### config.mk
export PLATFORM = sky130hd
export DESIGN_NAME = kick_requester
export DESIGN_NICKNAME = d
export VERILOG_FILES = /design/src/rtl/kick_requester.sv
export SDC_FILE = /design/constraint.sdc
export NUM_CORES = 1
export LEC_CHECK = 0
export ABC_AREA = 1
export BUFFER_PORTS_ARGS = -buffer_cell sky130_fd_sc_hd__buf_2
export CAP_MARGIN = 20
export CORE_UTILIZATION = 55
export DETAILED_ROUTE_END_ITERATION = 8
export PLACE_DENSITY = 0.74
export SETUP_SLACK_MARGIN = 0.2
export SYNTH_ARGS = -nofsm -noshare
export SYNTH_HDL_FRONTEND = slang
export SYNTH_SLANG_ARGS = --single-unit
### constraint.sdc
create_clock -name clk -period 2.45 [get_ports clk]
set_clock_uncertainty 0.2 [all_clocks]
set_input_delay 0.245 -clock clk [delete_from_list [all_inputs] [get_ports clk]]
set_output_delay 0.245 -clock clk [all_outputs]
set_load 0.01 [all_outputs]
### src/rtl/kick_requester.sv
// -----------------------------------------------------------------------------
// kick_requester
//
// Initiator side of the kicker command interface. Takes kick commands from the
// packet decoder, waits until the capacitor is charged (and, in auto-kick mode,
// until the ball is in the dribbler), then issues a one-cycle kickstart with a
// level-coded kicktime. Hold and cooldown windows are timed out locally so the
// kicker's latch and lockout windows are never violated.
//
// Sequence: IDLE -> ARMED -> FIRE -> HOLD -> COOLDOWN -> IDLE
//
// Ports
//   clk         in   1  system clock
//   rst         in   1  synchronous reset, active-high
//   cmd_valid   in   1  command present
//   cmd_ready   out  1  command accepted when cmd_valid & cmd_ready
//   cmd_power   in   4  0 = cancel, 1..11 = level, 12..15 clamp to 11
//   auto_kick   in   1  1 = fire only with ball present, 0 = fire when charged
//   done        in   1  charger "capacitor full" (asynchronous)
//   ball_sense  in   1  ball-in-dribbler sensor (asynchronous)
//   kickstart   out  1  one-cycle fire request
//   kicktime    out  8  level code, valid in FIRE and HOLD, otherwise 0
//   busy        out  1  high whenever not IDLE
//   timeout     out  1  one-cycle pulse when an armed command is abandoned
//   kick_count  out  8  kicks fired, wraps 255 -> 0
// -----------------------------------------------------------------------------
module kick_requester #(
  parameter int unsigned HOLD_CYC     = 4,
  parameter int unsigned COOLDOWN_CYC = 268435456,
  parameter int unsigned ARM_TIMEOUT  = 50000000,
  parameter int unsigned CNT_W        = 29
) (
  input  logic       clk,
  input  logic       rst,
  input  logic       cmd_valid,
  output logic       cmd_ready,
  input  logic [3:0] cmd_power,
  input  logic       auto_kick,
  input  logic       done,
  input  logic       ball_sense,
  output logic       kickstart,
  output logic [7:0] kicktime,
  output logic       busy,
  output logic       timeout,
  output logic [7:0] kick_count
);

  typedef enum logic [2:0] {
    S_IDLE,
    S_ARMED,
    S_FIRE,
    S_HOLD,
    S_COOL
  } state_t;

  // The shared down-counter is loaded with N-1 so a state lasts exactly N cycles.
  localparam logic [CNT_W-1:0] ARM_RELOAD  = CNT_W'(ARM_TIMEOUT - 1);
  localparam logic [CNT_W-1:0] HOLD_RELOAD = CNT_W'(HOLD_CYC - 1);
  localparam logic [CNT_W-1:0] COOL_RELOAD = CNT_W'(COOLDOWN_CYC - 1);

  function automatic logic [3:0] clamp_power(input logic [3:0] p);
    return (p > 4'd11) ? 4'd11 : p;
  endfunction

  function automatic logic [7:0] level_code(input logic [3:0] idx);
    logic [7:0] code;
    case (idx)
      4'd1:    code = 8'h01;
      4'd2:    code = 8'h03;
      4'd3:    code = 8'h07;
      4'd4:    code = 8'h1F;
      4'd5:    code = 8'h40;
      4'd6:    code = 8'h60;
      4'd7:    code = 8'h70;
      4'd8:    code = 8'h78;
      4'd9:    code = 8'h7C;
      4'd10:   code = 8'h7E;
      4'd11:   code = 8'h7F;
      default: code = 8'h00;
    endcase
    return code;
  endfunction

  // ---------------------------------------------------------------------------
  // Input synchronisers for the two asynchronous status lines
  // ---------------------------------------------------------------------------
  logic done_meta_q, done_s_q;
  logic ball_meta_q, ball_s_q;

  // NOTE: sequential state uses non-blocking assignments so every flop samples
  // the pre-edge value of its neighbour; blocking here would collapse the
  // two-stage synchroniser into one stage.
  always_ff @(posedge clk) begin
    if (rst) begin
      done_meta_q <= 1'b0;
      done_s_q    <= 1'b0;
      ball_meta_q <= 1'b0;
      ball_s_q    <= 1'b0;
    end else begin
      done_meta_q <= done;
      done_s_q    <= done_meta_q;
      ball_meta_q <= ball_sense;
      ball_s_q    <= ball_meta_q;
    end
  end

  // ---------------------------------------------------------------------------
  // Sequencer
  // ---------------------------------------------------------------------------
  state_t           state_q;
  logic [CNT_W-1:0] cnt_q;
  logic [3:0]       idx_q;
  logic             cmd_ready_q;
  logic             kickstart_q;
  logic [7:0]       kicktime_q;
  logic             busy_q;
  logic             timeout_q;
  logic [7:0]       kick_count_q;

  logic             cmd_accept;
  logic             fire_cond;
  logic [3:0]       idx_d;
  logic [7:0]       kick_count_d;

  assign cmd_accept   = cmd_valid & cmd_ready_q;
  assign fire_cond    = done_s_q & (ball_s_q | ~auto_kick);
  assign idx_d        = clamp_power(cmd_power);
  assign kick_count_d = kick_count_q + 8'd1;

  always_ff @(posedge clk) begin
    if (rst) begin
      state_q      <= S_IDLE;
      cnt_q        <= '0;
      idx_q        <= '0;
      cmd_ready_q  <= 1'b0;
      kickstart_q  <= 1'b0;
      kicktime_q   <= 8'h00;
      busy_q       <= 1'b0;
      timeout_q    <= 1'b0;
      kick_count_q <= 8'h00;
    end else begin
      // NOTE: pulse outputs default low every cycle and are raised only on the
      // transition that owns them, which keeps them to exactly one cycle.
      kickstart_q <= 1'b0;
      timeout_q   <= 1'b0;

      unique case (state_q)
        S_IDLE: begin
          // Also covers the first cycle out of reset, when ready is still low.
          cmd_ready_q <= 1'b1;
          if (cmd_accept && (cmd_power != 4'd0)) begin
            idx_q   <= idx_d;
            cnt_q   <= ARM_RELOAD;
            busy_q  <= 1'b1;
            state_q <= S_ARMED;
          end
        end

        S_ARMED: begin
          // An accepted command takes precedence and blocks firing this cycle.
          if (cmd_accept) begin
            if (cmd_power == 4'd0) begin
              busy_q  <= 1'b0;
              state_q <= S_IDLE;
            end else begin
              idx_q <= idx_d;
              cnt_q <= ARM_RELOAD;
            end
          end else if (fire_cond) begin
            kickstart_q  <= 1'b1;
            kicktime_q   <= level_code(idx_q);
            kick_count_q <= kick_count_d;
            cmd_ready_q  <= 1'b0;
            state_q      <= S_FIRE;
          end else if (cnt_q == '0) begin
            timeout_q <= 1'b1;
            busy_q    <= 1'b0;
            state_q   <= S_IDLE;
          end else begin
            cnt_q <= cnt_q - 1'b1;
          end
        end

        S_FIRE: begin
          cnt_q   <= HOLD_RELOAD;
          state_q <= S_HOLD;
        end

        S_HOLD: begin
          if (cnt_q == '0) begin
            kicktime_q <= 8'h00;
            cnt_q      <= COOL_RELOAD;
            state_q    <= S_COOL;
          end else begin
            cnt_q <= cnt_q - 1'b1;
          end
        end

        S_COOL: begin
          if (cnt_q == '0) begin
            busy_q      <= 1'b0;
            cmd_ready_q <= 1'b1;
            state_q     <= S_IDLE;
          end else begin
            cnt_q <= cnt_q - 1'b1;
          end
        end

        default: begin
          busy_q      <= 1'b0;
          cmd_ready_q <= 1'b0;
          kicktime_q  <= 8'h00;
          state_q     <= S_IDLE;
        end
      endcase
    end
  end

  assign cmd_ready  = cmd_ready_q;
  assign kickstart  = kickstart_q;
  assign kicktime   = kicktime_q;
  assign busy       = busy_q;
  assign timeout    = timeout_q;
  assign kick_count = kick_count_q;

endmodule

### Yosys cells after proc, flatten, opt, wreduce, memory -nomap -nowiden

Memories as Yosys holds them, arrays and structs flattened. A register that Yosys moved wholly into a read port is not among the register bits.
Index checks and enable logic that the tools add are counted.

* register bits: 60
* bits in read-only memories: 112
* bits of input ports: 10
* output and inout bits: 20
* memories: 1

Memory list
* (name not given): words 16, bits a word 7, rd ports 1, clocked after memory_dff 1, wr ports 0, line 67 `case (idx)`

* add/subtract/negate cells: 2
* $lt $le $gt $ge: 1
* equal/unequal tests: 14
* mux-type cells: 37
* bitwise operators: 8
* reduce and logical (&&, ||, !) cells: 18

Operator list (count)
* $mux 29: 6
* $pmux 29 s5: 1
* $logic_not 29->1: 1
* $sub 29x1->29 const B: 1
* $mux 4: 6
* $mux 8: 3
* $pmux 8 s3: 1
* $reduce_and 4->1: 5
* $mux 3: 6
* $pmux 3 s5: 1
* $ne 2x2->1 const B: 7
* $mux 1: 10
* $ne 3x3->1 const B: 3
* $add 8x1->8 const B: 1
* $pmux 1 s4: 2
* $pmux 4 s2: 1
* $eq 3x2->1 const B: 2
* $reduce_and 3->1: 2
* $reduce_or 3->1: 2
* $not 1->1: 5
* $reduce_bool 5->1: 1
* $gt 4x4->1 const B: 1
* $logic_not 4->1: 1
* $reduce_bool 4->1: 1
* 9 further kinds: 10

### Logic depth before layout (Yosys ltp)

Gate-level depths: netlist of run 1.

* depth after elaboration: 7
* mapped depth: 13

### Worst setup path after synthesis of run 1

Ideal clock, no wire load.

* kind: reg2reg
* start: reg cmd_ready_q, in the netlist cmd_ready
* end: reg (tool-made name)
* setup time: 0.115 ns
* arrival time: 1.830 ns
* data required time: 2.135 ns
* setup slack: 0.306 ns
* stages on the path, launching flop included: 13
* buffers on the path: 0
* clock period less this slack: 2.144 ns
* cells stage by stage: dfxtp_1 -> nand2_2 -> inv_2 -> nand4_2 -> inv_2 -> o21ai_0 -> nor2_1 -> inv_1 -> ha_1 -> inv_1 -> ha_1 -> nand2_1 -> nand2_1

RTL lines
* start: declaration: line 113 `logic cmd_ready_q;`
* start signal: assignment: line 135 `cmd_ready_q <= 1'b0;`
* start signal: assignment: line 150 `cmd_ready_q <= 1'b1;`
* start signal: assignment: line 173 `cmd_ready_q <= 1'b0;`

### Worst setup path in the final report of run 1

* start: reg cnt_q[0]
* end: reg cnt_q[0]

* longest elaborated chain between the ends: 5
* elaborated cells on any way between the ends: 7

RTL lines
* start: declaration: line 111 `logic [CNT_W-1:0] cnt_q;`
* start signal: assignment: line 180 `cnt_q <= cnt_q - 1'b1;`
* start signal: assignment: line 195 `cnt_q <= cnt_q - 1'b1;`
* start signal: assignment: line 205 `cnt_q <= cnt_q - 1'b1;`
* $sub 29x1->29 / $logic_not 29->1 (equally long branches)
* $mux 29: line 175, 200
* $mux 29: line 169 `end else if (fire_cond) begin`
* $mux 29: line 161 `if (cmd_accept) begin`
* $pmux 29 s5 (*): line 147 `unique case (state_q)`

Mark *: on every way between the ends. The rest lies on a longest branch, timed or not. The select of a mux whose other input is x is not followed.
A chain may end at the register's enable or synchronous reset.

==> results of run 1 <==
-- area by class of cell --
type | instances | area (sq um)
flip-flops and latches | 66 | 1320
clock inverters | 7 | 77.6
clock buffers | 9 | 124
multi-input cells | 447 | 2280
repair buffers | 51 | 323
fillers | 615 | 2310
well taps | 96 | 120
inverters | 72 | 275
-- placed cells by master (no fill, tap or decap), drive strengths merged, types with 3 or more instances in the layout --
| master | synthesis | routed |
|---|---|---|
| a21boi | 3 | 3 |
| a21oi | 53 | 53 |
| a31oi | 3 | 3 |
| buf | 7 | 47 |
| clkbuf | 9 | 9 |
| clkinv | 0 | 4 |
| dfxtp | 66 | 66 |
| dlygate4sd3 | 0 | 4 |
| ha | 9 | 9 |
| inv | 72 | 73 |
| nand2 | 159 | 159 |
| nand3 | 38 | 38 |
| nand4 | 16 | 16 |
| nor2 | 93 | 93 |
| nor3 | 14 | 14 |
| o211ai | 3 | 3 |
| o21ai | 33 | 33 |
| xor2 | 12 | 12 |
-- worst max-delay path, cell delays in order (launching register included) --
cell                       delay, ps
sky130_fd_sc_hd__dfxtp_1         330
sky130_fd_sc_hd__inv_1           100
sky130_fd_sc_hd__ha_1            180
sky130_fd_sc_hd__nand2_1          70
sky130_fd_sc_hd__nor2_2          140
sky130_fd_sc_hd__nand2_1          60
sky130_fd_sc_hd__nor2_1          160
sky130_fd_sc_hd__nand2_2         150
sky130_fd_sc_hd__ha_1            300
sky130_fd_sc_hd__o21ai_0          70
sky130_fd_sc_hd__o2111a_1        190
sky130_fd_sc_hd__a21oi_1          60
-- per-stage QoR --
stage / power [mW] / std cells / setup slack [ps] / utilization, % / area, sq um
6_report: 6.09 / 748 / 316 / 66.2 / 4530
5_1_grt: 6.60 / 748 / 194 / 66.2 / 4530
4_1_cts: 5.97 / 738 / 227 / 64.7 / 4420
3_5_place_dp: 5.00 / 717 / 150 / 61.0 / 4160
3_3_place_gp: 4.91 / 717 / 280 / 61.0 / 4160
2_1_floorplan: 4.24 / 601 / 306 / - / 3930
-- routing by layer --
metal / GRT usage, % / part of all wire, % / vias to the layer above
met2: 46.7 / 47 / 153
met4: 14.4 / 2.5 / 0
met3: 4.57 / 5.9 / 26
met5: 0 / 0 / -
met1: 34.5 / 44 / 1807
li1: - / - / 2025
-- report_power, final --
group / switching, mW / internal, mW / leakage [nW] / total [mW]
Sequential: 0.279 / 1.40 / 0.542 / 1.68
Combinational: 2.28 / 1.19 / 1.56 / 3.47
Clock: 0.469 / 0.476 / 0.0998 / 0.945
Total: 3.02 / 3.07 / 2.20 / 6.09
-- cell families (layout without fill, tap and decap cells) --
kind of cell               after synthesis  count (layout)  share of synthesized area, %
buffers and inverters                   88             139                          9.05
and+or+nand+nor                        325             325                          37.8
xor gates and xnor gates                14              14                          3.12
adders and majority gates                9               9                          2.87
DFF                                     66              66                          33.7
AOI/OAI and AO/OA                       98              98                          13.4
other                                    1               1                        0.0955
-- worst max-delay path by stage --
stage	cells after the start	slack, ps	end	startpoint
final	11	320	cnt_q[0]	cnt_q[0]
after global routing	11	190	cnt_q[0]	cnt_q[1]
after CTS	12	230	flop	cmd_ready
after detailed placement	11	150	flop	cmd_ready
after global placement	11	280	flop	cmd_ready
after floorplan	12	310	flop	cmd_ready
-- repair_timing --
action,CTS,global route
endpoints found under the setup margin,1,30
pin swaps,1,4
hold endpoints to repair,3,0
buffers inserted,1,10
hold buffers,4,0
gates resized for setup,1,8
==> results.cfg, run 1 <==
[status]
outcome = finished, final reports clean

[synthesis]
synth.area.top_cells = sky130_fd_sc_hd__dfxtp_1 34%, sky130_fd_sc_hd__nand2_1 14%, sky130_fd_sc_hd__nor2_1 7.6%
post_synth_inst_count = 601
synth.cell_area_sq_um = 3930
proportion_of_synthesized_chip_area_in_sequential_cells_pct = 33.7
ys_warn_count = 0
synth_flop_cell = sky130_fd_sc_hd__dfxtp_1
synthTopCellsByCount = 149 x sky130_fd_sc_hd__nand2_1, 80 x sky130_fd_sc_hd__nor2_1, 67 x sky130_fd_sc_hd__inv_1, 66 x sky130_fd_sc_hd__dfxtp_1, 53 x sky130_fd_sc_hd__a21oi_1
portion_of_synthesized_cell_area_occupied_by_the_leading_cell_type_pct = 33.7
yosysUniqueCellTypes = 38
synth_nets = 620
syn-mean-instance-area_sq_um = 6.53
ys_ff_latch = 66
post-synth-top-count-cell = sky130_fd_sc_hd__nand2_1
synth.largest_area_cell = sky130_fd_sc_hd__dfxtp_1
ys_async_sr_fraction_pct = 0
number_of_enable_type_register_cells_in_the_synthesized_netlist = 0

[timing]
timing.slew.headroom_pct = 61.6
max_slew.worst_pin.slew_ps = 572
period_share_pct = 87.1
report.final.slew_viol_count = 0
final_setup_violations = 0
maxClockFrequency_mhz = 469
worst_hold_slack_ps = 22.0
period_minus_slack_ps = 2130
setup_repair_after_global_routing_missed_its_margin = false
finalHoldViolations = 0
totalNegativeSetupSlack_ps = 0

[place]
finalWeightedCongestion = 0.916
number_of_buffer_cells_added_on_primary_ports = 28
detailed_place_hpwl_mm = 7.09

[floorplanning]
num_io_pins = 30
core_area_sq_um = 6830
die_h_um = 86.5
floorplan.die.width_um = 86.5
start_util_pct = 57.5
placementRows = 30
floorplan.die_area_sq_um = 7480

[final_layout]
drive_above_1_share_pct = 15.6
nNetsFinal = 666
ant_cells = 0
area.growth.synth_to_final_pct = 15.3

[worst_setup_path]
launch_point_of_the_worst_reg_to_reg_path = cnt_q[0]
critical_path_capture_point_type = flop
critical_path.reg2reg.endpoint = cnt_q[0]
worst-endpoint-arrival_ps = 2180
crit_fanout = 6
timing_worst_setup_path_type = reg -> reg
required_ps = 2490
reg2reg_slack_ps = 320
cp-start-kind = flop
worst-r2r-cell-count = 11

[flow_run]
max_cap_violations = 0

[detailed_routing]
viasPerCell = 5.36
dr.first_iter.drc_count = 330
detail_route.first_pass.iterations = 6
drt-wirelength-per-cell_um = 13.4
ant_nets = 0
finalWirelength_mm = 10.0
drc = 0
vias_after_detailed_routing = 4011

[clock_network]
clock_path_buffers = 2
clock_tree.root_cell = sky130_fd_sc_hd__clkbuf_8
tritoncts = yes
clk_pin_slew_worst_paths_ps = 80
cts.htree.levels = 3
clkSinkCount = 66
worstSkewPairLatency_ps = 360
tritoncts.num_buffers = 9

[global_route]
number_of_global_route_vias_before_repair = 3594
grt_pass1_wl_mm = 16.4
globalRouteTotalUtil_pct = 27.9
initial_antenna_violation_count = 0
grt_start_max_net_pins = 39
grt.overflow.total = 0

[power]
max-vdd-ir-drop_mv = 0.757
power_leakage_nw = 2.20
pwr_density_cell_nw_per_um2 = 1350

[hold_path]
min_to = idx_q[1]
min_from = rst
worst_hold_path.num_cells = 4
timing.hold.worst.class = in -> reg
Note: power is estimated with default switching activity, not from simulation.
==> run 2: changes to the inputs <==
- ABC_AREA: 1 -> not set
- CORE_MARGIN: not set -> 2
==> results.cfg, run 2 <==
[final_layout]
final_cells = 600
multi_input_area_sq_um = 2210
area.growth.synth_to_final_pct = 37.2
ant_cells = 0
nNetsFinal = 539
drive_above_1_share_pct = 34.1
regArea_sq_um = 1330
final_util_pct = 78.9
n_fill_cell = 432
mostFrequentLayoutCells = 59 x sky130_fd_sc_hd__dfxtp_1, 59 x sky130_fd_sc_hd__buf_4, 43 x sky130_fd_sc_hd__nor2_1

[global_route]
initial_antenna_violation_count = 0
grt.overflow.total = 0
globalRouteTotalUtil_pct = 28.9
grt_pass1_wl_mm = 16.1
grt_start_max_net_pins = 21
number_of_global_route_vias_before_repair = 3372

[clock_network]
clk_pin_slew_worst_paths_ps = 80
tritoncts.num_buffers = 9
clkSinkCount = 66
clock_path_buffers = 2
tritoncts = yes
clock_tree.root_cell = sky130_fd_sc_hd__clkbuf_8
cts.htree.levels = 3
worstSkewPairLatency_ps = 360

[timing]
setup_repair_after_global_routing_missed_its_margin = true
worst_hold_slack_ps = 69.7
final_setup_violations = 33
max_slew.worst_pin.slew_ps = 721
layout_setup_ws_ps = -166
totalNegativeSetupSlack_ps = -3090
finalHoldViolations = 0
period_minus_slack_ps = 2620
period_share_pct = 107
report.final.slew_viol_count = 0
timing.slew.headroom_pct = 51.4
maxClockFrequency_mhz = 382

[floorplanning]
floorplan.die_area_sq_um = 6910
floorplan.die.width_um = 83.1
die_h_um = 83.1
placementRows = 28
start_util_pct = 57.5
core_area_sq_um = 5990
num_io_pins = 30

[synthesis]
synth_nets = 445
synth_flop_cell = sky130_fd_sc_hd__dfxtp_1
proportion_of_synthesized_chip_area_in_sequential_cells_pct = 38.4
post-synth-top-count-cell = sky130_fd_sc_hd__dfxtp_1
portion_of_synthesized_cell_area_occupied_by_the_leading_cell_type_pct = 38.4
syn-mean-instance-area_sq_um = 8.09
ys_warn_count = 0
synth.largest_area_cell = sky130_fd_sc_hd__dfxtp_1
ys_ff_latch = 66
synthTopCellsByCount = 66 x sky130_fd_sc_hd__dfxtp_1, 46 x sky130_fd_sc_hd__nand2_1, 46 x sky130_fd_sc_hd__nor2_1, 25 x sky130_fd_sc_hd__a21oi_1, 24 x sky130_fd_sc_hd__nor3_1
yosysUniqueCellTypes = 63
ys_async_sr_fraction_pct = 0
number_of_enable_type_register_cells_in_the_synthesized_netlist = 0
post_synth_inst_count = 426
synth.area.top_cells = sky130_fd_sc_hd__dfxtp_1 38%, sky130_fd_sc_hd__nand2_1 5.0%, sky130_fd_sc_hd__nor2_1 5.0%
synth.cell_area_sq_um = 3440

[worst_setup_path]
worst-endpoint-arrival_ps = 2660
worst-r2r-cell-count = 11
critical_path.reg2reg.endpoint = cnt_q[13]
crit_fanout = 7
reg2reg_slack_ps = -170
timing_worst_setup_path_type = reg -> reg
cp-start-kind = flop
critical_path_capture_point_type = flop
required_ps = 2500
launch_point_of_the_worst_reg_to_reg_path = cnt_q[10]

[place]
detailed_place_hpwl_mm = 6.74
number_of_buffer_cells_added_on_primary_ports = 28
finalWeightedCongestion = 0.929
post-place-cells = 568

[status]
failing_checks = negative setup slack
outcome = complete, but fails checks

[hold_path]
min_from = cmd_power[0]
timing.hold.worst.class = in -> reg
min_to = idx_q[0]
worst_hold_path.num_cells = 5

[power]
power_leakage_nw = 1.99
pwr_density_cell_nw_per_um2 = 680
max-vdd-ir-drop_mv = 0.443

[detailed_routing]
drt-wirelength-per-cell_um = 17.0
drc = 0
dr.first_iter.drc_count = 311
finalWirelength_mm = 10.2
detail_route.first_pass.iterations = 5
ant_nets = 0
viasPerCell = 6.17
vias_after_detailed_routing = 3699

[flow_run]
max_cap_violations = 0
run 2: cell families after synthesis:
| logic type | after synthesis | synth area share, % |
|---|---|---|
| other cells | 1 | 0.109 |
| buf+inv | 37 | 4.43 |
| fa+ha+maj | 9 | 3.27 |
| mux | 10 | 2.94 |
| simple gates | 191 | 28.8 |
| flops | 66 | 38.4 |
| xor+xnor | 7 | 1.78 |
| compound gates | 105 | 20.3 |
run 2: worst max-delay path by stage:
| stage | slack, ps | endpoint | start |
|---|---|---|---|
| global route | -250 | cnt_q[20] | cnt_q[10] |
| detailed placement | -220 | cnt_q[0] | cnt_q[10] |
| finish | -170 | cnt_q[13] | cnt_q[10] |
| floorplan | -400 | cnt_q[0] | cnt_q[10] |
| CTS | -210 | cnt_q[0] | cnt_q[12] |
| global placement | -170 | cnt_q[0] | cnt_q[15] |
run 2: layout make-up:
cell class / count / area share, %
multi-input cells: 323 / 46.8
flip-flops and latches: 66 / 28.1
repair buffers: 104 / 16.8
clock buffers: 11 / 3.20
well taps: 75 / 1.99
clock inverters: 5 / 1.80
inverters: 16 / 1.27
run 2: critical path, cell delays in order (launching register included):
cell	delay, ps
sky130_fd_sc_hd__dfxtp_2	330
sky130_fd_sc_hd__or4_4	550
sky130_fd_sc_hd__buf_6	130
sky130_fd_sc_hd__buf_6	110
sky130_fd_sc_hd__buf_6	130
sky130_fd_sc_hd__nor3_4	170
sky130_fd_sc_hd__buf_6	150
sky130_fd_sc_hd__buf_6	100
sky130_fd_sc_hd__a31o_4	240
sky130_fd_sc_hd__nor3_4	50
sky130_fd_sc_hd__o21a_1	180
sky130_fd_sc_hd__o21a_1	160
run 2: power breakdown:
part           internal, mW  switching [mW]  total, mW
logic                 0.422           0.528      0.950
registers              1.14          0.0451       1.18
clock network         0.634           0.448       1.08
run 2: what timing repair did:
item,in CTS,in global routing
gates resized for setup,35,37
endpoints found under the setup margin,40,47
cloned,0,1
buffers inserted,8,5
pin swaps,23,27
hold buffers,2,0
hold endpoints to repair,2,0
run 2: through the flow:
step	power [mW]	instance area, sq um	setup WS [ps]
finish	3.21	4730	-166
global route	3.34	4730	-248
CTS	3.10	4530	-209
detailed placement	1.91	4070	-215
global placement	1.89	4070	-170
floorplan	1.63	3480	-397
run 2: per-layer routing:
layer,share of wire (%),vias to the layer above,global-route usage [%]
met1,41,1726,34.4
met2,49,184,48.3
met5,0,-,0
li1,-,1747,-
met3,6.3,42,6.36
met4,4.3,0,16.1
==> run 3: changes to the inputs <==
- CTS_BUF_LIST: not set -> sky130_fd_sc_hd__clkbuf_4
==> results.cfg, run 3 (same netlist as run 2, synthesis figures left out) <==
[timing]
report.final.slew_viol_count = 0
max_slew.worst_pin.slew_ps = 762
final_setup_violations = 35
period_minus_slack_ps = 2620
setup_repair_after_global_routing_missed_its_margin = true
period_share_pct = 107
maxClockFrequency_mhz = 381
timing.slew.headroom_pct = 48.7
layout_setup_ws_ps = -171
totalNegativeSetupSlack_ps = -3240
finalHoldViolations = 0

[place]
finalWeightedCongestion = 0.929
number_of_buffer_cells_added_on_primary_ports = 28
detailed_place_hpwl_mm = 6.74

[clock_network]
clkSinkCount = 66
clk_pin_slew_worst_paths_ps = 120
worstSkewPairLatency_ps = 440
tritoncts.num_buffers = 9
clock_path_buffers = 2
cts.htree.levels = 3
tritoncts = yes
clock_tree.root_cell = sky130_fd_sc_hd__clkbuf_4

[floorplanning]
num_io_pins = 30
floorplan.die.width_um = 83.1
core_area_sq_um = 5990
floorplan.die_area_sq_um = 6910
start_util_pct = 57.5
placementRows = 28
die_h_um = 83.1

[worst_setup_path]
worst_path_max_delay_cell = sky130_fd_sc_hd__or4_4
critical_path.reg2reg.endpoint = cnt_q[13]
max_stage_delay_ps = 560
reg2reg_slack_ps = -170
cp-start-kind = flop
critical_path_capture_point_type = flop
crit_buf_inv = 5
crit_path_frequent_cell = sky130_fd_sc_hd__buf_6
launch_point_of_the_worst_reg_to_reg_path = cnt_q[10]
worst-endpoint-arrival_ps = 2760
worst-r2r-cell-count = 11
crit_path_cell_trace = or4_4 > buf_6 > buf_6 > buf_6 > nor3_4 > buf_6 > buf_6 > a31o_4 > nor3_4 > o21a_1 > o21a_1
crit_fanout = 7
critical-path-top-delay-family = simple AND/OR/NAND/NOR gates
startpoint = cnt_q[10]
timing_worst_setup_path_type = reg -> reg
required_ps = 2590

[final_layout]
mostFrequentLayoutCells = 59 x sky130_fd_sc_hd__dfxtp_1, 59 x sky130_fd_sc_hd__buf_4, 42 x sky130_fd_sc_hd__nor2_1
drive_above_1_share_pct = 33.7
nNetsFinal = 542
ant_cells = 0
final_util_pct = 77.8
area.growth.synth_to_final_pct = 35.2

[status]
outcome = complete, but fails checks
failing_checks = negative setup slack

[detailed_routing]
ant_nets = 0
drt-wirelength-per-cell_um = 16.8
dr.first_iter.drc_count = 365
drc = 0
viasPerCell = 6.14
detail_route.first_pass.iterations = 5
vias_after_detailed_routing = 3701
finalWirelength_mm = 10.2

[global_route]
grt.overflow.total = 0
initial_antenna_violation_count = 0
globalRouteTotalUtil_pct = 28.8
grt_start_max_net_pins = 21
grt_pass1_wl_mm = 16.1
number_of_global_route_vias_before_repair = 3328

[power]
share_comb_of_total_power_pct = 31.7
p_int_mw = 1.97
switching_share_pct = 33.7
switching_power_mw = 0.999
sequentialPowerShare_pct = 39.9
max-vdd-ir-drop_mv = 0.392
power_leakage_nw = 1.95
pwr_density_cell_nw_per_um2 = 636
part_of_the_power_in_the_clock_network_pct = 28.4

[hold_path]
timing.hold.worst.class = in -> reg
min_from = auto_kick
worst_hold_path.num_cells = 4
min_to = kickstart

[flow_run]
max_cap_violations = 0
-- run 3: cell types whose count changed in the layout (fill, tap and decap cells not counted), moves of 2 or more --
cell / change
sky130_fd_sc_hd__clkbuf_8: -11
sky130_fd_sc_hd__clkbuf_4: +9
sky130_fd_sc_hd__dlygate4sd3_1: +4
sky130_fd_sc_hd__clkinv_1: +2
-- run 3: power by group through the flow --
stage                     Clock [mW]  Sequential, mW  Combinational, mW
after floorplan                    0            1.20              0.429
after global placement             0            1.20              0.688
after detailed placement           0            1.20              0.704
after CTS                      0.848            1.18              0.827
after global routing           0.893            1.19              0.987
final                          0.842            1.18              0.940
-- run 3: final cells by class --
cell class,instances,area [sq um]
clock buffer,9,67.6
inverter,16,60.1
multi-input combinational,323,2200
fill,421,1330
clock inverter,7,92.6
timing repair buffer,107,810
tap,75,93.8
sequential,66,1330
-- run 3: worst max-delay path by stage --
| stage | to | slack, ps | cells past startpoint |
|---|---|---|---|
| global placement | cnt_q[0] | -170 | 9 |
| detailed placement | cnt_q[0] | -220 | 9 |
| CTS | cnt_q[0] | -210 | 9 |
| floorplan | cnt_q[0] | -400 | 11 |
| finish | cnt_q[13] | -170 | 11 |
| global route | cnt_q[0] | -230 | 9 |
-- run 3: tightest hold or removal path, cell delays in order --
cell	delay [ps]
sky130_fd_sc_hd__buf_2	80
sky130_fd_sc_hd__nand2b_1	100
sky130_fd_sc_hd__nand3_1	220
sky130_fd_sc_hd__nor4_1	70
-- run 3: timing repair --
action	CTS	global route
hold buffers	6	0
gates resized for setup	36	36
setup buffers	8	5
setup endpoints to repair	41	46
pin swaps	24	27
endpoints found under the hold margin	6	0
-- run 3: per-stage QoR --
step                instances  hold WS [ps]  setup slack [ps]  total power, mW  instance area, sq um
finish                    603           112              -171             2.96                  4660
global route              603           139              -228             3.07                  4660
CTS                       598          92.4              -214             2.86                  4490
detailed placement        568           226              -215             1.91                  4070
global placement          568           219              -170             1.89                  4070
floorplan                 426           173              -397             1.63                  3480
-- run 3: routing by layer --
layer	wire length [um]	track usage, %
met5	0	0
met4	452	16.8
met3	582	4.97
met2	4880	47.4
met1	4230	35.2
